File: config.mk
export PLATFORM = sky130hd
export DESIGN_NAME = instr_fetch_unit
export DESIGN_NICKNAME = d
export VERILOG_FILES = /design/src/rtl/instr_fetch_unit.sv
export SDC_FILE = /design/constraint.sdc
export NUM_CORES = 1
export LEC_CHECK = 0
export ABC_AREA = 1
export BUFFER_PORTS_ARGS = -buffer_cell sky130_fd_sc_hd__buf_2
export CORE_ASPECT_RATIO = 1.1
export CORE_UTILIZATION = 41
export DETAILED_ROUTE_END_ITERATION = 12
export SLEW_MARGIN = 40
export SYNTH_ARGS = -nofsm -noshare
export SYNTH_HDL_FRONTEND = slang
export SYNTH_SLANG_ARGS = --single-unit
File: constraint.sdc
create_clock -name clk -period 2.85 [get_ports clk]
set_input_delay 0.285 -clock clk [delete_from_list [all_inputs] [get_ports clk]]
set_output_delay 0.285 -clock clk [all_outputs]
set_load 0.01 [all_outputs]
File: src/rtl/instr_fetch_unit.sv
// instr_fetch_unit: fetches 1- or 2-word instructions from a 1-cycle-latency ROM and hands them to decode
module instr_fetch_unit #(
  parameter int ADDR_W = 16,
  parameter int DATA_W = 16,
  parameter logic [ADDR_W-1:0] RESET_PC = '0,
  parameter int LEN_BIT = 1
) (
  input  logic              clk,
  input  logic              rst,
  output logic [ADDR_W-1:0] rom_addr,
  input  logic [DATA_W-1:0] rom_data,
  input  logic              jmp_valid,
  input  logic [ADDR_W-1:0] jmp_addr,
  output logic              instr_valid,
  input  logic              instr_ready,
  output logic [ADDR_W-1:0] instr_pc,
  output logic [DATA_W-1:0] instr_op,
  output logic [DATA_W-1:0] instr_opd,
  output logic              instr_two
);
  typedef enum logic [2:0] {OP_A, OP_D, OPD_A, OPD_D, HOLD} state_t;
  state_t state, state_n;
  logic [ADDR_W-1:0] pc, pc_n, rom_addr_n, instr_pc_n;
  logic [DATA_W-1:0] instr_op_n, instr_opd_n;
  logic              instr_valid_n, instr_two_n;
  // next-state and next-register values; a jump overrides whatever the fetch was doing
  always_comb begin
    state_n       = state;
    pc_n          = pc;
    rom_addr_n    = rom_addr;
    instr_valid_n = instr_valid;
    instr_pc_n    = instr_pc;
    instr_op_n    = instr_op;
    instr_opd_n   = instr_opd;
    instr_two_n   = instr_two;
    if (jmp_valid) begin
      pc_n          = jmp_addr;
      rom_addr_n    = jmp_addr;
      instr_valid_n = 1'b0;
      state_n       = OP_A;
    end else begin
      case (state)
        OP_A: state_n = OP_D;
        OP_D: begin
          instr_op_n = rom_data;
          instr_pc_n = pc;
          if (rom_data[LEN_BIT]) begin
            rom_addr_n = pc + ADDR_W'(1);
            state_n    = OPD_A;
          end else begin
            instr_opd_n   = '0;
            instr_two_n   = 1'b0;
            pc_n          = pc + ADDR_W'(1);
            instr_valid_n = 1'b1;
            state_n       = HOLD;
          end
        end
        OPD_A: state_n = OPD_D;
        OPD_D: begin
          instr_opd_n   = rom_data;
          instr_two_n   = 1'b1;
          pc_n          = pc + ADDR_W'(2);
          instr_valid_n = 1'b1;
          state_n       = HOLD;
        end
        HOLD: begin
          if (instr_valid && instr_ready) begin
            instr_valid_n = 1'b0;
            rom_addr_n    = pc;
            state_n       = OP_A;
          end
        end
        default: state_n = OP_A;
      endcase
    end
  end
  // state and output registers
  always_ff @(posedge clk or posedge rst) begin
    if (rst) begin
      state       <= OP_A;
      pc          <= RESET_PC;
      rom_addr    <= RESET_PC;
      instr_valid <= 1'b0;
      instr_pc    <= '0;
      instr_op    <= '0;
      instr_opd   <= '0;
      instr_two   <= 1'b0;
    end else begin
      state       <= state_n;
      pc          <= pc_n;
      rom_addr    <= rom_addr_n;
      instr_valid <= instr_valid_n;
      instr_pc    <= instr_pc_n;
      instr_op    <= instr_op_n;
      instr_opd   <= instr_opd_n;
      instr_two   <= instr_two_n;
    end
  end
endmodule
==> impl_metrics.prom, run 1 <==
# TYPE chip_impl_metric gauge
chip_impl_metric{name="syn2layout_area_growth",unit="%"} 21.80
chip_impl_info{name="cts_tree",value="done"} 1
chip_impl_metric{name="post_cts_resized",unit=""} 0
chip_impl_info{name="mostFrequentLayoutCells",value="nand2_1 (178), buf_2 (101), dfrtp_1 (85), o21ai_0 (71), inv_1 (48)"} 1
chip_impl_metric{name="dieWidth",unit="µm"} 101.3
chip_impl_metric{name="drt_drc_violations_left",unit=""} 0
chip_impl_info{name="combinational_family_with_the_most_area_after_synthesis",value="simple AND/OR/NAND/NOR gates"} 1
chip_impl_metric{name="synth_fp_nets",unit=""} 604
chip_impl_metric{name="totalWireLength",unit="µm"} 11940
chip_impl_metric{name="compound_gate_fraction_of_synth_area",unit="%"} 15.58
chip_impl_metric{name="timing.clock.skew",unit="ns"} 0.005717
chip_impl_metric{name="grtUsageMet2",unit="%"} 33.24
chip_impl_metric{name="mux_cell_area_share_after_synthesis",unit="%"} 0
chip_impl_info{name="clock_tree.root_cell",value="clkbuf_16"} 1
chip_impl_info{name="timing.critical_path.to",value="rom_addr[7]"} 1
chip_impl_metric{name="clkLatencyLatePin",unit="ns"} 0.34
chip_impl_metric{name="pre_cts_slack",unit="ns"} 0.8478
chip_impl_metric{name="hold_viol",unit=""} 0
chip_impl_metric{name="met1_usage",unit="%"} 31.54
chip_impl_metric{name="ir_worst_vdd",unit="mV"} 0.3025
chip_impl_metric{name="netlist-cell-type-count",unit=""} 31
chip_impl_metric{name="dieArea",unit="µm²"} 11270
chip_impl_metric{name="highest_clock_rate",unit="MHz"} 539.7
chip_impl_info{name="setup_repair_after_global_routing_missed_its_margin",value="false"} 1
chip_impl_metric{name="first_global_vias",unit=""} 3985
chip_impl_metric{name="synth_xor_xnor_area_share",unit="%"} 1.181
chip_impl_metric{name="worstPathArrival",unit="ns"} 2.07
chip_impl_metric{name="wire_length_of_the_first_global_routing_pass",unit="µm"} 19840
chip_impl_metric{name="period_needed",unit="ns"} 1.853
chip_impl_info{name="critical_setup_path_kind",value="reg2reg"} 1
chip_impl_metric{name="ios",unit=""} 102
chip_impl_info{name="startpoint_type",value="register"} 1
chip_impl_metric{name="hold_buffers",unit=""} 0
chip_impl_metric{name="timing.final.max_slew_violations",unit=""} 0
chip_impl_metric{name="use_met3",unit="%"} 5.801
chip_impl_metric{name="grt_antenna_before_repair",unit=""} 0
chip_impl_metric{name="setup_tns",unit="ns"} 0
chip_impl_metric{name="synthAdderAreaFrac",unit="%"} 0.5626
chip_impl_metric{name="die-height",unit="µm"} 111.2
chip_impl_metric{name="numCtsBuffers",unit=""} 9
chip_impl_metric{name="relSlewSlack",unit="%"} 61.03
chip_impl_metric{name="num_antenna_cells",unit=""} 0
chip_impl_metric{name="final_layout_size_suffix_gt1_share",unit="%"} 25.49
chip_impl_metric{name="grt_use_total",unit="%"} 22.78
chip_impl_metric{name="post-dp-hpwl",unit="µm"} 8594
chip_impl_metric{name="final_min_period_over_clock_period",unit="%"} 65.02
chip_impl_metric{name="rows",unit=""} 39
chip_impl_metric{name="yosys.area_share.simple",unit="%"} 27.26
chip_impl_metric{name="syn-mean-instance-area",unit="µm²"} 7.859
chip_impl_info{name="min-delay-path-class",value="in2async"} 1
chip_impl_info{name="outcome",value="complete, no violations"} 1
chip_impl_info{name="top_usage_layer",value="met2"} 1
chip_impl_info{name="layout.cells.most_common",value="nand2_1"} 1
chip_impl_metric{name="end_of_flow_core_utilization",unit="%"} 51.64
chip_impl_metric{name="grt_overflow_total",unit=""} 0
chip_impl_metric{name="drt_first_pass_iters",unit=""} 4
chip_impl_metric{name="area_of_the_mapped_netlist",unit="µm²"} 4448
chip_impl_metric{name="reg2reg_setup_slack",unit="ns"} 1.0
chip_impl_metric{name="synth-warning-count",unit=""} 0
chip_impl_metric{name="final_net_count",unit=""} 700
chip_impl_info{name="r2r-start",value="pc[2]"} 1
chip_impl_metric{name="clock_tree.buffer_depth",unit=""} 2
chip_impl_metric{name="report.final.setup_viol",unit=""} 0
chip_impl_metric{name="multi_input_combinational_cell_area",unit="µm²"} 1983
chip_impl_info{name="regToRegEndpoint",value="rom_addr[7]"} 1
chip_impl_metric{name="power-per-cell-area",unit="nW/µm²"} 758.2
chip_impl_metric{name="sequential_area_share_after_synthesis",unit="%"} 47.82
chip_impl_metric{name="final-seq-area",unit="µm²"} 2127
chip_impl_metric{name="cellLeakagePower",unit="nW"} 2.777
chip_impl_metric{name="fin_ws",unit="ns"} 0.9970
chip_impl_metric{name="synth.ff_latch_count",unit=""} 85
chip_impl_metric{name="io_buffers",unit=""} 101
chip_impl_info{name="setup.worst_path.start",value="pc[2]"} 1
chip_impl_metric{name="critical_path_required",unit="ns"} 3.07
chip_impl_metric{name="core",unit="µm²"} 10490
chip_impl_metric{name="worst-slew-pin-transition",unit="ns"} 0.5845
chip_impl_metric{name="grt_start_max_net_pins",unit=""} 46
chip_impl_metric{name="initial_core_util",unit="%"} 42.40
chip_impl_metric{name="detail-route-antenna-nets",unit=""} 0
chip_impl_metric{name="wire_per_inst",unit="µm"} 14.73
chip_impl_metric{name="timing.critical_path.fanout_max",unit=""} 7
chip_impl_metric{name="h-tree-depth",unit=""} 3
chip_impl_metric{name="first_iter_violations",unit=""} 216
chip_impl_metric{name="rr_worst_depth",unit=""} 7
chip_impl_metric{name="clk_pin_slew",unit="ns"} 0.06
chip_impl_metric{name="clock_sinks",unit=""} 85
chip_impl_metric{name="globalplace.congestion",unit=""} 0.9108
chip_impl_metric{name="filler_cell_count",unit=""} 1048
chip_impl_metric{name="synthCells",unit=""} 566
chip_impl_metric{name="via_per_inst",unit=""} 4.993
chip_impl_metric{name="routed-via-count",unit=""} 4044
chip_impl_metric{name="postCtsSetupBuffers",unit=""} 0
chip_impl_metric{name="drv.max_cap_violation_count",unit=""} 0
chip_impl_info{name="endpoint_kind",value="register"} 1
==> power by group <==
part           total (W)  internal (W)  switching, W
Combinational    0.00110      0.000419      0.000685
Clock            0.00131      0.000817      0.000492
Sequential       0.00169       0.00149      0.000202
Total            0.00411       0.00273       0.00138
==> routing by layer <==
layer | wire length (µm) | up-vias
met3 | 770 | 21
met4 | 303 | 0
met1 | 5513 | 1863
met2 | 5348 | 150
li1 | - | 2010
met5 | 0 | -
==> Yosys cell counts, drive strengths merged <==
cell	instances	area, µm²
clkbuf	7	26.28
buf	13	81.32
o211ai	5	51.30
a211oi	1	7.510
dfrtp	85	2127
nor2	55	274.0
a31oi	2	42.54
xor2	5	43.79
xnor2	1	8.760
nor3	2	10.01
nand2	185	721.9
nand4	9	56.30
nand3	24	150.1
a21oi	28	166.4
o21ai	78	390.4
inv	60	230.2
ha	2	25.02
o221ai	4	35.03
==> kinds of logic (layout without fill, tap and decap cells) <==
group,Yosys count,after routing
buf+inv,80,181
simple gates,275,275
xor+xnor,6,6
compound gates,118,118
fa+ha+maj,2,2
flops,85,85
==> metrics by stage <==
step           hold WS [ns]  std cells  power [W]  instance area, µm²
6_report           0.007549        810   0.004108                5418
4_1_cts             0.09412        810   0.004140                5416
2_1_floorplan        0.4227        566   0.002375                4448
3_3_place_gp         0.4444        794   0.002803                5081
3_5_place_dp         0.4620        794   0.002822                5081
5_1_grt             0.06419        810   0.004354                5418
==> worst max-delay path: stages (launching register included) <==
cell	delay, ns
dfrtp_1	0.47
ha_1	0.30
nand2_1	0.12
inv_1	0.09
nand2_1	0.12
xor2_1	0.19
a211oi_1	0.36
nor2_1	0.07
==> how the worst min path moves through the flow <==
stage / from / end / cells past startpoint
final: rst / instr_opd[10] / 2
after floorplan: jmp_addr[9] / pc[9] / 2
after global routing: rst / instr_opd[9] / 2
after detailed placement: instr_two / instr_two / 2
after CTS: rst / instr_opd[10] / 2
after global placement: rst / instr_op[9] / 2
==> registers in the layout, indices dropped and copies added, names as in the netlist <==
register     count
instr_op        16
state            3
instr_valid      1
instr_pc        16
rom_addr        16
pc              16
instr_opd       16
instr_two        1
==> area by class of cell <==
type / count / share of cell area (%)
clock inverters: 5 / 1.524
repair buffers: 105 / 10.35
flip-flops and latches: 85 / 39.26
inverters: 60 / 4.296
well taps: 143 / 3.303
clock buffers: 11 / 4.665
multi-input cells: 401 / 36.61
(Power assumes the default switching activity.)
==> inputs of run 2 (changes only) <==
==> constraint.sdc (replaced) <==
create_clock -name clk -period 1.8 [get_ports clk]
set_input_delay 0.18 -clock clk [delete_from_list [all_inputs] [get_ports clk]]
set_output_delay 0.18 -clock clk [all_outputs]
set_load 0.01 [all_outputs]
==> run 2 against run 1 <==
- combinational power is 64% higher
- flip-flop and latch count stayed put
- final cell count is 1.1% higher
- first-iteration DRC count is 9.7% higher
- count of clock-buffer cells in the layout is 1 lower
- fmax is 14% higher
- register-to-register slack worse by 0.82 ns
- critical path type unchanged
- highest routed layer unchanged
==> impl_metrics.prom, run 2 (synthesized netlist as in run 1, its figures left out) <==
# TYPE chip_impl_metric gauge
chip_impl_info{name="cts_tree",value="done"} 1
chip_impl_metric{name="critical_path_required",unit="ns"} 2.06
chip_impl_info{name="mostFrequentLayoutCells",value="nand2_1 (178), buf_2 (101), dfrtp_1 (83), o21ai_0 (70), inv_1 (48)"} 1
chip_impl_metric{name="core",unit="µm²"} 10490
chip_impl_metric{name="final_layout_size_suffix_gt1_share",unit="%"} 27.07
chip_impl_metric{name="drv.max_cap_violation_count",unit=""} 0
chip_impl_metric{name="numCtsBuffers",unit=""} 9
chip_impl_metric{name="num_antenna_cells",unit=""} 0
chip_impl_metric{name="grt_use_total",unit="%"} 23.72
chip_impl_metric{name="period_needed",unit="ns"} 1.628
chip_impl_metric{name="timing.final.max_slew_violations",unit=""} 0
chip_impl_metric{name="timing.clock.skew",unit="ns"} 0.005085
chip_impl_metric{name="ios",unit=""} 102
chip_impl_metric{name="reg2reg_setup_slack",unit="ns"} 0.17
chip_impl_info{name="top_usage_layer",value="met2"} 1
chip_impl_metric{name="io_buffers",unit=""} 101
chip_impl_metric{name="dieArea",unit="µm²"} 11270
chip_impl_info{name="clock_tree.root_cell",value="clkbuf_16"} 1
chip_impl_metric{name="syn2layout_area_growth",unit="%"} 22.70
chip_impl_metric{name="setup_tns",unit="ns"} 0
chip_impl_metric{name="routed-via-count",unit=""} 4164
chip_impl_metric{name="clock_tree.buffer_depth",unit=""} 2
chip_impl_info{name="worst_hold_endpoint",value="instr_op[3]"} 1
chip_impl_metric{name="clock_sinks",unit=""} 85
chip_impl_info{name="outcome",value="complete, no violations"} 1
chip_impl_metric{name="ir_worst_vdd",unit="mV"} 0.5357
chip_impl_metric{name="globalplace.congestion",unit=""} 0.9521
chip_impl_metric{name="grt_overflow_total",unit=""} 0
chip_impl_metric{name="post-dp-hpwl",unit="µm"} 8903
chip_impl_metric{name="final_min_period_over_clock_period",unit="%"} 90.44
chip_impl_metric{name="die-height",unit="µm"} 111.2
chip_impl_metric{name="worstPathArrival",unit="ns"} 1.89
chip_impl_metric{name="report.final.setup_viol",unit=""} 0
chip_impl_metric{name="final_net_count",unit=""} 711
chip_impl_info{name="endpoint_kind",value="register"} 1
chip_impl_metric{name="use_met3",unit="%"} 5.044
chip_impl_info{name="hp-start",value="rom_data[3]"} 1
chip_impl_metric{name="timing.critical_path.fanout_max",unit=""} 6
chip_impl_metric{name="drt_first_pass_iters",unit=""} 7
chip_impl_metric{name="relSlewSlack",unit="%"} 67.85
chip_impl_metric{name="clkLatencyLatePin",unit="ns"} 0.34
chip_impl_metric{name="highest_clock_rate",unit="MHz"} 614.3
chip_impl_metric{name="wire_per_inst",unit="µm"} 15.22
chip_impl_metric{name="totalWireLength",unit="µm"} 12460
chip_impl_metric{name="initial_core_util",unit="%"} 42.40
chip_impl_metric{name="grtUsageMet2",unit="%"} 36.10
chip_impl_metric{name="hold_viol",unit=""} 0
chip_impl_metric{name="postCtsSetupBuffers",unit=""} 0
chip_impl_metric{name="dieWidth",unit="µm"} 101.3
chip_impl_info{name="r2r-start",value="pc[1]"} 1
chip_impl_info{name="critical_setup_path_kind",value="reg2reg"} 1
chip_impl_metric{name="power",unit="W"} 0.006319
chip_impl_metric{name="cellLeakagePower",unit="nW"} 2.786
chip_impl_metric{name="pre_cts_slack",unit="ns"} 0.1677
chip_impl_info{name="layout.cells.most_common",value="nand2_1"} 1
chip_impl_metric{name="rr_worst_depth",unit=""} 9
chip_impl_metric{name="worst-slew-pin-transition",unit="ns"} 0.4822
chip_impl_metric{name="first_iter_violations",unit=""} 237
chip_impl_info{name="regToRegEndpoint",value="pc[8]"} 1
chip_impl_metric{name="power-per-cell-area",unit="nW/µm²"} 1158
chip_impl_metric{name="h-tree-depth",unit=""} 3
chip_impl_metric{name="via_per_inst",unit=""} 5.084
chip_impl_metric{name="fin_ws",unit="ns"} 0.1720
chip_impl_info{name="setup_repair_after_global_routing_missed_its_margin",value="false"} 1
chip_impl_metric{name="clk_pin_slew",unit="ns"} 0.06
chip_impl_metric{name="wire_length_of_the_first_global_routing_pass",unit="µm"} 20530
chip_impl_metric{name="worstHoldPathCells",unit=""} 3
chip_impl_metric{name="drt_drc_violations_left",unit=""} 0
chip_impl_metric{name="rows",unit=""} 39
chip_impl_metric{name="first_global_vias",unit=""} 4169
chip_impl_metric{name="grt_antenna_before_repair",unit=""} 0
chip_impl_metric{name="met1_usage",unit="%"} 32.22
chip_impl_info{name="min-delay-path-class",value="in2reg"} 1
chip_impl_metric{name="grt_start_max_net_pins",unit=""} 86
chip_impl_metric{name="detail-route-antenna-nets",unit=""} 0
chip_impl_info{name="startpoint_type",value="register"} 1
run 2: per-stage QoR:
step           std cells  area (µm²)  hold WS, ns  util (%)
2_1_floorplan        566        4452       0.3177         -
3_3_place_gp         804        5146       0.3491     49.05
3_5_place_dp         804        5146       0.3548     49.05
4_1_cts              819        5445      0.09599     51.90
5_1_grt              819        5458       0.1275     52.02
6_report             819        5458       0.1037     52.02
run 2: where the power goes:
part / total [W] / internal (W) / switching [W]
logic: 0.00180 / 0.000691 / 0.00111
clock network: 0.00183 / 0.00109 / 0.000739
registers: 0.00268 / 0.00237 / 0.000318
run 2: worst max path at each step:
stage | from | endpoint | cells past startpoint
5_1_grt | state[1] | rom_addr[14] | 7
3_5_place_dp | pc[1] | pc[8] | 9
6_report | pc[1] | pc[8] | 9
3_3_place_gp | pc[1] | rom_addr[9] | 9
2_1_floorplan | pc[2] | pc[15] | 10
4_1_cts | pc[1] | pc[8] | 9
run 2: cell type report:
type / instances / area [µm²]
flip-flops and latches: 85 / 2130
inverters: 60 / 234.0
clock buffers: 10 / 239.0
repair buffers: 116 / 633.1
well taps: 143 / 178.9
fillers: 1068 / 5034
clock inverters: 4 / 50.05
multi-input cells: 401 / 1993
run 2: critical path, stage by stage (launching register included):
cell and delay (ns):
dfrtp_2 0.41, ha_2 0.23, inv_1 0.07, nor2_1 0.21
nand2_1 0.13, xor2_1 0.20, nand2_1 0.07, nand2_1 0.07
nand2_1 0.04, a21oi_1 0.12
run 2: routing by layer:
| layer | vias to the layer above | wire length [µm] |
|---|---|---|
| met3 | 29 | 771 |
| met2 | 158 | 5645 |
| met4 | 0 | 391 |
| met1 | 1941 | 5654 |
| li1 | 2036 | - |
| met5 | - | 0 |
run 2: what timing repair did:
action / CTS / global route
resized for setup: 0 / 6
setup endpoints to repair: 0 / 7
hold endpoints to repair: 20 / 0
hold buffers: 1 / 0
